==> src/rtl/byte_encode_pkg.sv <==
// Shared constants, FSM encoding and helper functions for the ByteEncode_d block.
package byte_encode_pkg;

    localparam int NCOEF  = 256;          // coefficients per polynomial
    localparam int LANES  = 4;            // coefficients per input beat
    localparam int LANE_W = 16;           // width of one input lane
    localparam int DMAX   = 12;           // max bits per coefficient
    localparam int WORD_W = 64;           // output word width
    localparam int ACC_W  = 112;          // accumulator width (63 + 48 worst case)
    localparam int CNT_W  = 7;            // width of acc_cnt / beat counter
    localparam int PACK_W = LANES * DMAX; // bits appended by one beat at most
    localparam int BEATS  = NCOEF / LANES;

    typedef enum logic [1:0] {
        ST_IDLE = 2'd0,
        ST_RUN  = 2'd1,
        ST_DONE = 2'd2
    } state_t;

    // Out-of-range widths (0 or above DMAX) fall back to the widest legal width.
    function automatic logic [3:0] legalise_d(input logic [3:0] l);
        return ((l == 4'd0) || (l > 4'd12)) ? 4'd12 : l;
    endfunction

    // Stream byte 0 sits in the low byte of the accumulator; it must leave in [63:56].
    function automatic logic [WORD_W-1:0] byte_swap(input logic [WORD_W-1:0] w);
        logic [WORD_W-1:0] r;
        r = '0;
        for (int m = 0; m < 8; m++) begin
            r[63-8*m -: 8] = w[8*m +: 8];
        end
        return r;
    endfunction

endpackage

==> src/rtl/byte_encode_bit_packer.sv <==
// LSB-first bit accumulator: appends 4*d bits per beat and hands out 64-bit words.
module byte_encode_bit_packer
    import byte_encode_pkg::*;
(
    input  logic                i_clk,
    input  logic                i_rstn,
    input  logic [WORD_W-1:0]   coeffs,
    input  logic [3:0]          d,
    input  logic                append,
    input  logic                extract,
    output logic [CNT_W-1:0]    acc_cnt,
    output logic [WORD_W-1:0]   word
);

    logic [ACC_W-1:0]  acc_reg, acc_next;
    logic [CNT_W-1:0]  cnt_reg, cnt_next;
    logic [15:0]       mask;
    logic [PACK_W-1:0] lane_bits [LANES];
    logic [PACK_W-1:0] packed_bits;
    logic [ACC_W-1:0]  acc_base;
    logic [CNT_W-1:0]  cnt_base;

    assign mask = (16'd1 << d) - 16'd1;

    // Each lane keeps only its low d bits and lands at offset lane*d within the beat.
    generate
        for (genvar gi = 0; gi < LANES; gi++) begin : g_lane
            assign lane_bits[gi] = PACK_W'(coeffs[LANE_W*gi +: LANE_W] & mask)
                                   << (6'(gi) * 6'(d));
        end
    endgenerate

    // Merge the lanes into one contiguous little-endian bit group.
    always_comb begin
        packed_bits = '0;
        for (int k = 0; k < LANES; k++) begin
            packed_bits = packed_bits | lane_bits[k];
        end
    end

    // Drop the extracted word first, then append the new bits at the shifted fill level.
    always_comb begin
        acc_base = extract ? (acc_reg >> WORD_W) : acc_reg;
        cnt_base = extract ? (cnt_reg - 7'd64) : cnt_reg;
        acc_next = acc_base;
        cnt_next = cnt_base;
        if (append) begin
            acc_next = acc_base | (ACC_W'(packed_bits) << cnt_base);
            cnt_next = cnt_base + {1'b0, d, 2'b00};
        end
    end

    // Accumulator and fill-level registers.
    always_ff @(posedge i_clk or negedge i_rstn) begin
        if (!i_rstn) begin
            acc_reg <= '0;
            cnt_reg <= '0;
        end else begin
            acc_reg <= acc_next;
            cnt_reg <= cnt_next;
        end
    end

    assign acc_cnt = cnt_reg;
    assign word    = byte_swap(acc_reg[WORD_W-1:0]);

endmodule

==> src/rtl/byte_encode.sv <==
// ByteEncode_d: packs 256 d-bit coefficients into a stream of 4*d 64-bit words.
module byte_encode
    import byte_encode_pkg::*;
(
    input  logic                i_clk,
    input  logic                i_rstn,
    input  logic [WORD_W-1:0]   i_coeffs,
    input  logic                i_coeffs_valid,
    output logic                o_coeffs_ready,
    input  logic [3:0]          i_l,
    output logic [WORD_W-1:0]   o_obytes,
    output logic                o_obytes_valid,
    input  logic                i_obytes_ready,
    output logic                o_done
);

    state_t             state_reg, state_next;
    logic [3:0]         d_reg;
    logic [3:0]         d_eff;
    logic [CNT_W-1:0]   in_cnt_reg;
    logic [5:0]         out_cnt_reg;
    logic [WORD_W-1:0]  obytes_reg;
    logic               ovalid_reg;
    logic [CNT_W-1:0]   acc_cnt;
    logic [WORD_W-1:0]  acc_word;
    logic               beat_fire;
    logic               word_fire;
    logic               extract;
    logic               last_word;

    // The first beat of a frame is packed with the live i_l since d_reg is not loaded yet.
    assign d_eff     = (state_reg == ST_IDLE) ? legalise_d(i_l) : d_reg;
    assign beat_fire = i_coeffs_valid && o_coeffs_ready;
    assign word_fire = ovalid_reg && i_obytes_ready;
    assign extract   = (acc_cnt >= 7'd64) && (!ovalid_reg || i_obytes_ready);
    assign last_word = (out_cnt_reg == ({d_reg, 2'b00} - 6'd1));

    byte_encode_bit_packer u_packer (
        .i_clk   (i_clk),
        .i_rstn  (i_rstn),
        .coeffs  (i_coeffs),
        .d       (d_eff),
        .append  (beat_fire),
        .extract (extract),
        .acc_cnt (acc_cnt),
        .word    (acc_word)
    );

    // FSM state register.
    always_ff @(posedge i_clk or negedge i_rstn) begin
        if (!i_rstn) begin
            state_reg <= ST_IDLE;
        end else begin
            state_reg <= state_next;
        end
    end

    // FSM next-state logic: a frame ends when its last word leaves.
    always_comb begin
        state_next = state_reg;
        case (state_reg)
            ST_IDLE: if (beat_fire) state_next = ST_RUN;
            ST_RUN:  if (word_fire && last_word) state_next = ST_DONE;
            ST_DONE: state_next = ST_IDLE;
            default: state_next = ST_IDLE;
        endcase
    end

    // FSM outputs; ready is also held low while reset is asserted.
    always_comb begin
        o_coeffs_ready = 1'b0;
        o_done         = 1'b0;
        case (state_reg)
            ST_IDLE: o_coeffs_ready = i_rstn;
            ST_RUN: begin
                o_coeffs_ready = (acc_cnt < 7'd64) && (in_cnt_reg < 7'(BEATS));
                o_done         = word_fire && last_word;
            end
            default: ;
        endcase
    end

    // Frame width and beat / word counters.
    always_ff @(posedge i_clk or negedge i_rstn) begin
        if (!i_rstn) begin
            d_reg       <= '0;
            in_cnt_reg  <= '0;
            out_cnt_reg <= '0;
        end else begin
            if (state_reg == ST_IDLE && beat_fire) begin
                d_reg <= legalise_d(i_l);
            end
            if (state_reg == ST_DONE) begin
                in_cnt_reg  <= '0;
                out_cnt_reg <= '0;
            end else begin
                if (beat_fire) in_cnt_reg <= in_cnt_reg + 7'd1;
                if (word_fire) out_cnt_reg <= out_cnt_reg + 6'd1;
            end
        end
    end

    // Output word register: refilled whenever it is empty or draining this cycle.
    always_ff @(posedge i_clk or negedge i_rstn) begin
        if (!i_rstn) begin
            obytes_reg <= '0;
            ovalid_reg <= 1'b0;
        end else if (extract) begin
            obytes_reg <= acc_word;
            ovalid_reg <= 1'b1;
        end else if (word_fire) begin
            ovalid_reg <= 1'b0;
        end
    end

    assign o_obytes       = obytes_reg;
    assign o_obytes_valid = ovalid_reg;

endmodule
==> config.mk <==
export PLATFORM = sky130hd
export DESIGN_NAME = byte_encode
export DESIGN_NICKNAME = d
export VERILOG_FILES = /design/src/rtl/byte_encode_pkg.sv /design/src/rtl/byte_encode_bit_packer.sv /design/src/rtl/byte_encode.sv
export SDC_FILE = /design/constraint.sdc
export NUM_CORES = 1
export LEC_CHECK = 0
export ABC_AREA = 1
export BUFFER_PORTS_ARGS = -buffer_cell sky130_fd_sc_hd__buf_2
export CORE_UTILIZATION = 35
export DETAILED_ROUTE_END_ITERATION = 10
export HOLD_SLACK_MARGIN = 0.15
export RECOVER_POWER = 50
export SLEW_MARGIN = 20
export SYNTH_ARGS = -nofsm -noshare
export SYNTH_HDL_FRONTEND = slang
export SYNTH_SLANG_ARGS = --single-unit
==> constraint.sdc <==
create_clock -name i_clk -period 3.5 [get_ports i_clk]
set_clock_uncertainty 0.15 [all_clocks]
set_input_delay 0.175 -clock i_clk [delete_from_list [all_inputs] [get_ports i_clk]]
set_output_delay 0.175 -clock i_clk [all_outputs]
set_load 0.005 [all_outputs]
== Word-level counts from Yosys, hierarchy flattened ==
Index checks and enable logic that the tools add are counted.

* Register bits: 203
* Output and inout port bits: 67
* Input port bits: 72
* Logic and storage cells: 69

* Add/subtract/negate cells: 6
* Mux-type cells: 17
* Bitwise operators: 8
* Shift operators: 5
* Multiply operators: 1
* Magnitude comparators: 4
* Equal/unequal tests: 5
* Reductions and logical operators: 15

{| class="wikitable"
|+ Operators with widths
! cell !! count
|-
| $mux W112 || 2
|-
| $or A48 B48 Y48 || 3
|-
| $or A112 B112 Y112 || 1
|-
| $shl A48 B7 Y112 || 1
|-
| $and A16 B16 Y16 || 4
|-
| $shl A48 B4 Y48 || 1
|-
| $shl A48 B5 Y48 || 1
|-
| $shl A48 B6 Y48 || 1
|-
| $mux W7 || 4
|-
| $shl A1 B4 Y16 const A || 1
|-
| $sub A16 B1 Y16 const B || 1
|-
| $lt A7 B7 Y1 const B || 2
|-
| $mux W6 || 2
|-
| $mux W4 || 2
|-
| $add A7 B1 Y7 const B || 1
|-
| $add A7 B6 Y7 || 1
|-
| $ge A7 B7 Y1 const B || 1
|-
| $sub A7 B7 Y7 const B || 1
|-
| $add A6 B1 Y6 const B || 1
|-
| $eq A6 B6 Y1 || 1
|-
| $logic_and A1 B1 Y1 || 6
|-
| $mul A2 B4 Y6 const A || 1
|-
| $reduce_bool A2 Y1 || 3
|-
| $sub A6 B1 Y6 const B || 1
|-
| 13 further kinds || 18
|}

== Logic depth before layout (Yosys ltp) ==
* Word-level depth: 14
* Mapped depth: 31
* Depth with buffers taken out: 30

== Hierarchy ==
From an unflattened synthesis, not the netlist that was laid out.

* Cells, all modules: 2630
* Area, all modules: 16804.9 µm²

{| class="wikitable"
|+ By module, submodules not included
! module !! cells each !! seq. area each (µm²) !! area each (µm²) !! times used
|-
| byte_encode_bit_packer || 2185 || 2927.8 || 13167.6 || 1
|-
| byte_encode || 445 || 2102.0 || 3637.2 || 1
|}

== Least setup slack after synthesis ==
No wires, ideal clock.

* Path type: reg2reg
* Start point: register state_reg[0]
* End point: register u_packer.acc_reg[105]
* Setup time: 117 ps
* Path buffers: 4
* Arrival: 3446 ps
* Setup slack: -212 ps
* Stages on the path, launching flop included: 23
* Clock period less this slack: 3712 ps
* Data required time: 3233 ps
* Path through: dfrtp_1 > inv_2 > nand2_4 > o21ai_2 > buf_4 > clkbuf_1 > buf_1 > ha_1 > inv_1 > a21o_1 > xor2_2 > inv_2 > nand2_4 > clkinv_2 > buf_2 > nand3_1 > nand4_1 > nand3_1 > nand3_1 > nand3_1 > nand3_1 > nand2_1 > nand2_1

* Word-level cells in the longest chain between the ends: 12
* Elaborated cells on any way between the ends: 21
* Classes of those cells: 1 x add/sub; 1 x mul; 1 x eq/ne; 5 x shift; 3 x mux; 8 x bitwise; 2 x reduce/logical

{| class="wikitable"
|+ RTL lines
! element !! RTL line !! RTL
|-
| start, declared || byte_encode.sv:17 || <nowiki>state_t state_reg, state_next;</nowiki>
|-
| start signal, assigned || byte_encode.sv:54 || <nowiki>state_reg <= state_next;</nowiki>
|-
| $logic_not A2 Y1 || byte_encode.sv:32, byte_encode.sv:73 ||
|-
| $mux W4 || byte_encode.sv:32 || <nowiki>assign d_eff = (state_reg == ST_IDLE) ? legalise_d(i_l) : d_reg;</nowiki>
|-
| $shl A1 B4 Y16 || byte_encode_bit_packer.sv:23 || <nowiki>assign mask = (16'd1 << d) - 16'd1;</nowiki>
|-
| $sub A16 B1 Y16 || byte_encode_bit_packer.sv:23 ||
|-
| $and A16 B16 Y16 || byte_encode_bit_packer.sv:28 || <nowiki>assign lane_bits[gi] = PACK_W'(coeffs[LANE_W*gi +: LANE_W] & mask)</nowiki>
|-
| $shl A48 B4 Y48 || byte_encode_bit_packer.sv:28 ||
|-
| $or A48 B48 Y48 (3 in a row) || byte_encode_bit_packer.sv:37 || <nowiki>packed_bits = packed_bits | lane_bits[k];</nowiki>
|-
| $shl A48 B7 Y112 || byte_encode_bit_packer.sv:48 || <nowiki>acc_next = acc_base | (ACC_W'(packed_bits) << cnt_base);</nowiki>
|-
| $or A112 B112 Y112 || byte_encode_bit_packer.sv:48 ||
|-
| $mux W112 * || byte_encode_bit_packer.sv:47 || <nowiki>if (append) begin</nowiki>
|-
| via u_packer.acc_next[105] || byte_encode_bit_packer.sv:15 || <nowiki>logic [ACC_W-1:0] acc_reg, acc_next;</nowiki>
|-
| end signal, assigned || byte_encode_bit_packer.sv:59 || <nowiki>acc_reg <= acc_next;</nowiki>
|-
| end, declared || byte_encode_bit_packer.sv:15 ||
|}

Mark *: on every way through the listed nets, which the timed path passes. The rest lies on a longest branch.
A chain may end at the register's enable or synchronous reset.

== Final worst setup path ==
* Start point: register state_reg[0]
* End point: register u_packer.acc_reg[96]

The elaborated chain is that of the path after synthesis.

==> results.sh <==
export IMPL_cp_required_ns=3.76
export IMPL_critical_path_max_fanout=7
export IMPL_die_w_um=210.9
export IMPL_layout_drive_gt1_share=0.3156
export IMPL_yosys_area_share_simple=0.4686
export IMPL_finalHoldViolCount=0
export IMPL_antenna_cells=0
export IMPL_synth_xor_xnor_area_share=0.007376
export IMPL_antenna_found_initial=0
export IMPL_seq_area_frac_synth=0.3295
export IMPL_synth_cells=2366
export IMPL_cts_tree="done"
export IMPL_ys_types=52
export IMPL_ys_warnings_count=0
export IMPL_clock_latency_ns=0.54
export IMPL_setup_viol=96
export IMPL_max_cap_violations=2
export IMPL_yosysMostFrequentCell="nand2_1"
export IMPL_synth_edf_count=0
export IMPL_ys_ff_latch=201
export IMPL_core_um2=43080
export IMPL_yosys_top_cells_count="nand2_1 (776), nand3_1 (532), dfrtp_1 (201), o21ai_0 (154), inv_1 (129)"
export IMPL_synth_top_area_cell="dfrtp_1"
export IMPL_async_reset_ff_frac=1.000
export IMPL_cts_num_sinks=201
export IMPL_synth_top_family_by_area="simple AND/OR/NAND/NOR gates"
export IMPL_gp_congestion=1.005
export IMPL_hold_path_class="input port to flop"
export IMPL_synth_compound_area_share=0.09203
export IMPL_violations="max-capacitance violations, max-slew violations, negative setup slack"
export IMPL_muxShareOfSynthArea=0.01180
export IMPL_avgRoutedWirePerCell_um=20.09
export IMPL_clk_pin_slew_ns=0.07
export IMPL_dpl_cell_count=3120
export IMPL_wl_um=64650
export IMPL_viasPerCell=5.530
export IMPL_start_util=0.3544
export IMPL_htreeDepth=1
export IMPL_cts_buffers=24
export IMPL_hpwl_um=47980
export IMPL_synth_nets=2450
export IMPL_grt_max_degree=76
export IMPL_status="finished with violations"
export IMPL_slew_viol_final=88
export IMPL_rows=76
export IMPL_antenna_left=0
export IMPL_critPathBufInv=3
export IMPL_dieHeight_um=210.9
export IMPL_syn_area_um2=15270
export IMPL_overflow=0
export IMPL_final_nets=2700
export IMPL_tightest_slew_ns=2.578
export IMPL_clock_fmax_ghz=0.2700
export IMPL_die_area_um2=44460
export IMPL_synthTopCellsByArea="dfrtp_1 (33%), nand2_1 (19%), nand3_1 (17%)"
export IMPL_clk_path_buf_depth=3
export IMPL_relSlewSlack=-0.7189
export IMPL_synth_top_area_share=0.3295
export IMPL_slowest_stage="dfrtp_2"
export IMPL_endpoint_kind="flop"
export IMPL_crit_type="flop to flop"
export IMPL_grt_pass1_vias=16940
export IMPL_start_kind="flop"
export IMPL_num_vias=17800
export IMPL_io_pins=139
export IMPL_cp_common_cell="nand3_1"
export IMPL_portBuffers=134
export IMPL_synth_ff_type="dfrtp_1"
export IMPL_drtPass1Iterations=6
export IMPL_drt_iter0_drc=2020
export IMPL_fill_cells=4447
export IMPL_synthAdderAreaFrac=0.01033
export IMPL_grt_usage=0.2863
export IMPL_fin_crit_sh=1.058
export IMPL_grt_first_pass_wirelength_um=98210
export IMPL_drc_errors=0
export IMPL_finalSetupTns_ns=-7.579
export IMPL_area_growth_pct=36.13
export IMPL_critical_path_max_stage_delay_ns=0.44
export IMPL_final_cells=3218
export IMPL_post_route_min_period_ns=3.704
export IMPL_fin_ws_ns=-0.2036
export IMPL_place_ws_ns=-0.4556
export IMPL_critical_path_cell_chain="nor2_4, nand2_4, nand2_8, buf_8, inv_4, nand3_4, buf_4, nand3_2, nand2_2, nand2_2, nand3_1, nand2_1, nand3_1, nand3_1, nand3_1, nand2_1, nor2_2, nand3_1, nand3_1, nand3_2, nand2_1, nand2_1, nand3_1, nand3_1"
export IMPL_cp_top_family="simple AND/OR/NAND/NOR gates"
export IMPL_ctsRootBufferMaster="clkbuf_16"
export IMPL_rsz0062_at_grt="yes"
export IMPL_largest_register_ffs=112
export IMPL_syn_avg_cell_area_um2=6.453
export IMPL_critPathArrivalTime_ns=3.97
==> final timing paths <==
| path | from | to | slack [ns] | cells past startpoint |
|---|---|---|---|---|
| worst max-delay path | state_reg[0]$_DFFE_PN0P_ | u_packer.acc_reg[96]$_DFF_PN0_ | -0.20 | 24 |
| worst min-delay path | i_coeffs[7] | u_packer.acc_reg[83]$_DFF_PN0_ | 0.30 | 7 |
| worst max register to register | state_reg[0]$_DFFE_PN0P_ | u_packer.acc_reg[96]$_DFF_PN0_ | -0.20 | 24 |
| worst min register to register | u_packer.acc_reg[62]$_DFF_PN0_ | u_packer.acc_reg[62]$_DFF_PN0_ | 0.32 | 2 |
| max in group asynchronous | i_rstn | o_obytes[20]$_DFFE_PN0P_ | 0.35 | 4 |
| min in group asynchronous | i_rstn | d_reg[3]$_DFFE_PN0P_ | 0.56 | 3 |
==> area by class of cell <==
cell class | count | area [um^2] | area share
Clock inverter | 16 | 212.7 | 0.01023
Timing Repair Buffer | 373 | 2821 | 0.1358
Multi-Input combinational cell | 1867 | 10780 | 0.5186
Sequential cell | 201 | 5032 | 0.2421
Inverter | 149 | 584.3 | 0.02812
Tap cell | 585 | 732.0 | 0.03522
Clock buffer | 27 | 621.8 | 0.02992
==> through the flow <==
stage | hold slack (ns) | area (um^2) | util
after global placement | 0.2180 | 17550 | 0.4075
after detailed placement | 0.2163 | 17550 | 0.4075
after global routing | 0.3400 | 20780 | 0.4825
after floorplan | -0.2706 | 15270 | -
final | 0.2951 | 20780 | 0.4825
after CTS | 0.2099 | 19350 | 0.4492
==> timing repair <==
action	in CTS	in global routing
endpoints found under the hold margin	145	0
cloned	4	2
gates resized for setup	180	302
setup endpoints to repair	112	112
hold buffers	10	0
buffers inserted	12	27
pin swaps	47	143
==> cells by family after synthesis <==
family                   Yosys count
AND/OR/NAND/NOR                 1559
buffers and inverters            300
AO/OA/AOI/OAI                    266
flip-flops                       201
multiplexers                      16
XOR/XNOR                          12
adder cells (fa/ha/maj)           12
==> worst register-to-register path, delay by kind of cell, from the launching register on <==
| family | cells | cell delay (ns) |
|---|---|---|
| and+or+nand+nor | 21 | 2.69 |
| DFF | 1 | 0.44 |
| buffers and inverters | 3 | 0.32 |
==> routing by layer <==
| layer | track usage | wire length, um | up-vias |
|---|---|---|---|
| li1 | - | - | 8458 |
| met1 | 0.3893 | 27960 | 8464 |
| met2 | 0.4585 | 29720 | 735 |
| met3 | 0.04624 | 4549 | 138 |
| met4 | 0.1012 | 2419 | 0 |
| met5 | 0 | 0 | - |
==> layout by cell type (no fill, tap or decap), types with 4 or more instances in the layout <==
cell           instances
buf_6                 18
o211ai_1               4
buf_12                15
clkinv_2               7
o21ai_1               51
nor3_1                 8
a21oi_2               22
nand3_1              348
buf_2                102
buf_8                  7
mux2_2                16
nand4_1              100
nor2_4                11
o21ai_0              129
o31ai_1                5
a21oi_1               21
inv_1                122
buf_4                182
o21ai_2               18
nor2_1                55
nand2_1              680
nand3_2              180
bufinv_16              4
nand3_4               21
inv_2                 17
nand2_2               98
nor2_2                20
clkbuf_16             25
dlygate4sd3_1         10
dfrtp_1              199
xor2_1                 4
ha_1                   9
xnor2_1                6
o21ai_4                5
clkbuf_1              33
nand2_4               24
Power is left out: the tool's default activity adds up to more than one toggle a clock period on the data nets, which glitch-free logic cannot reach.
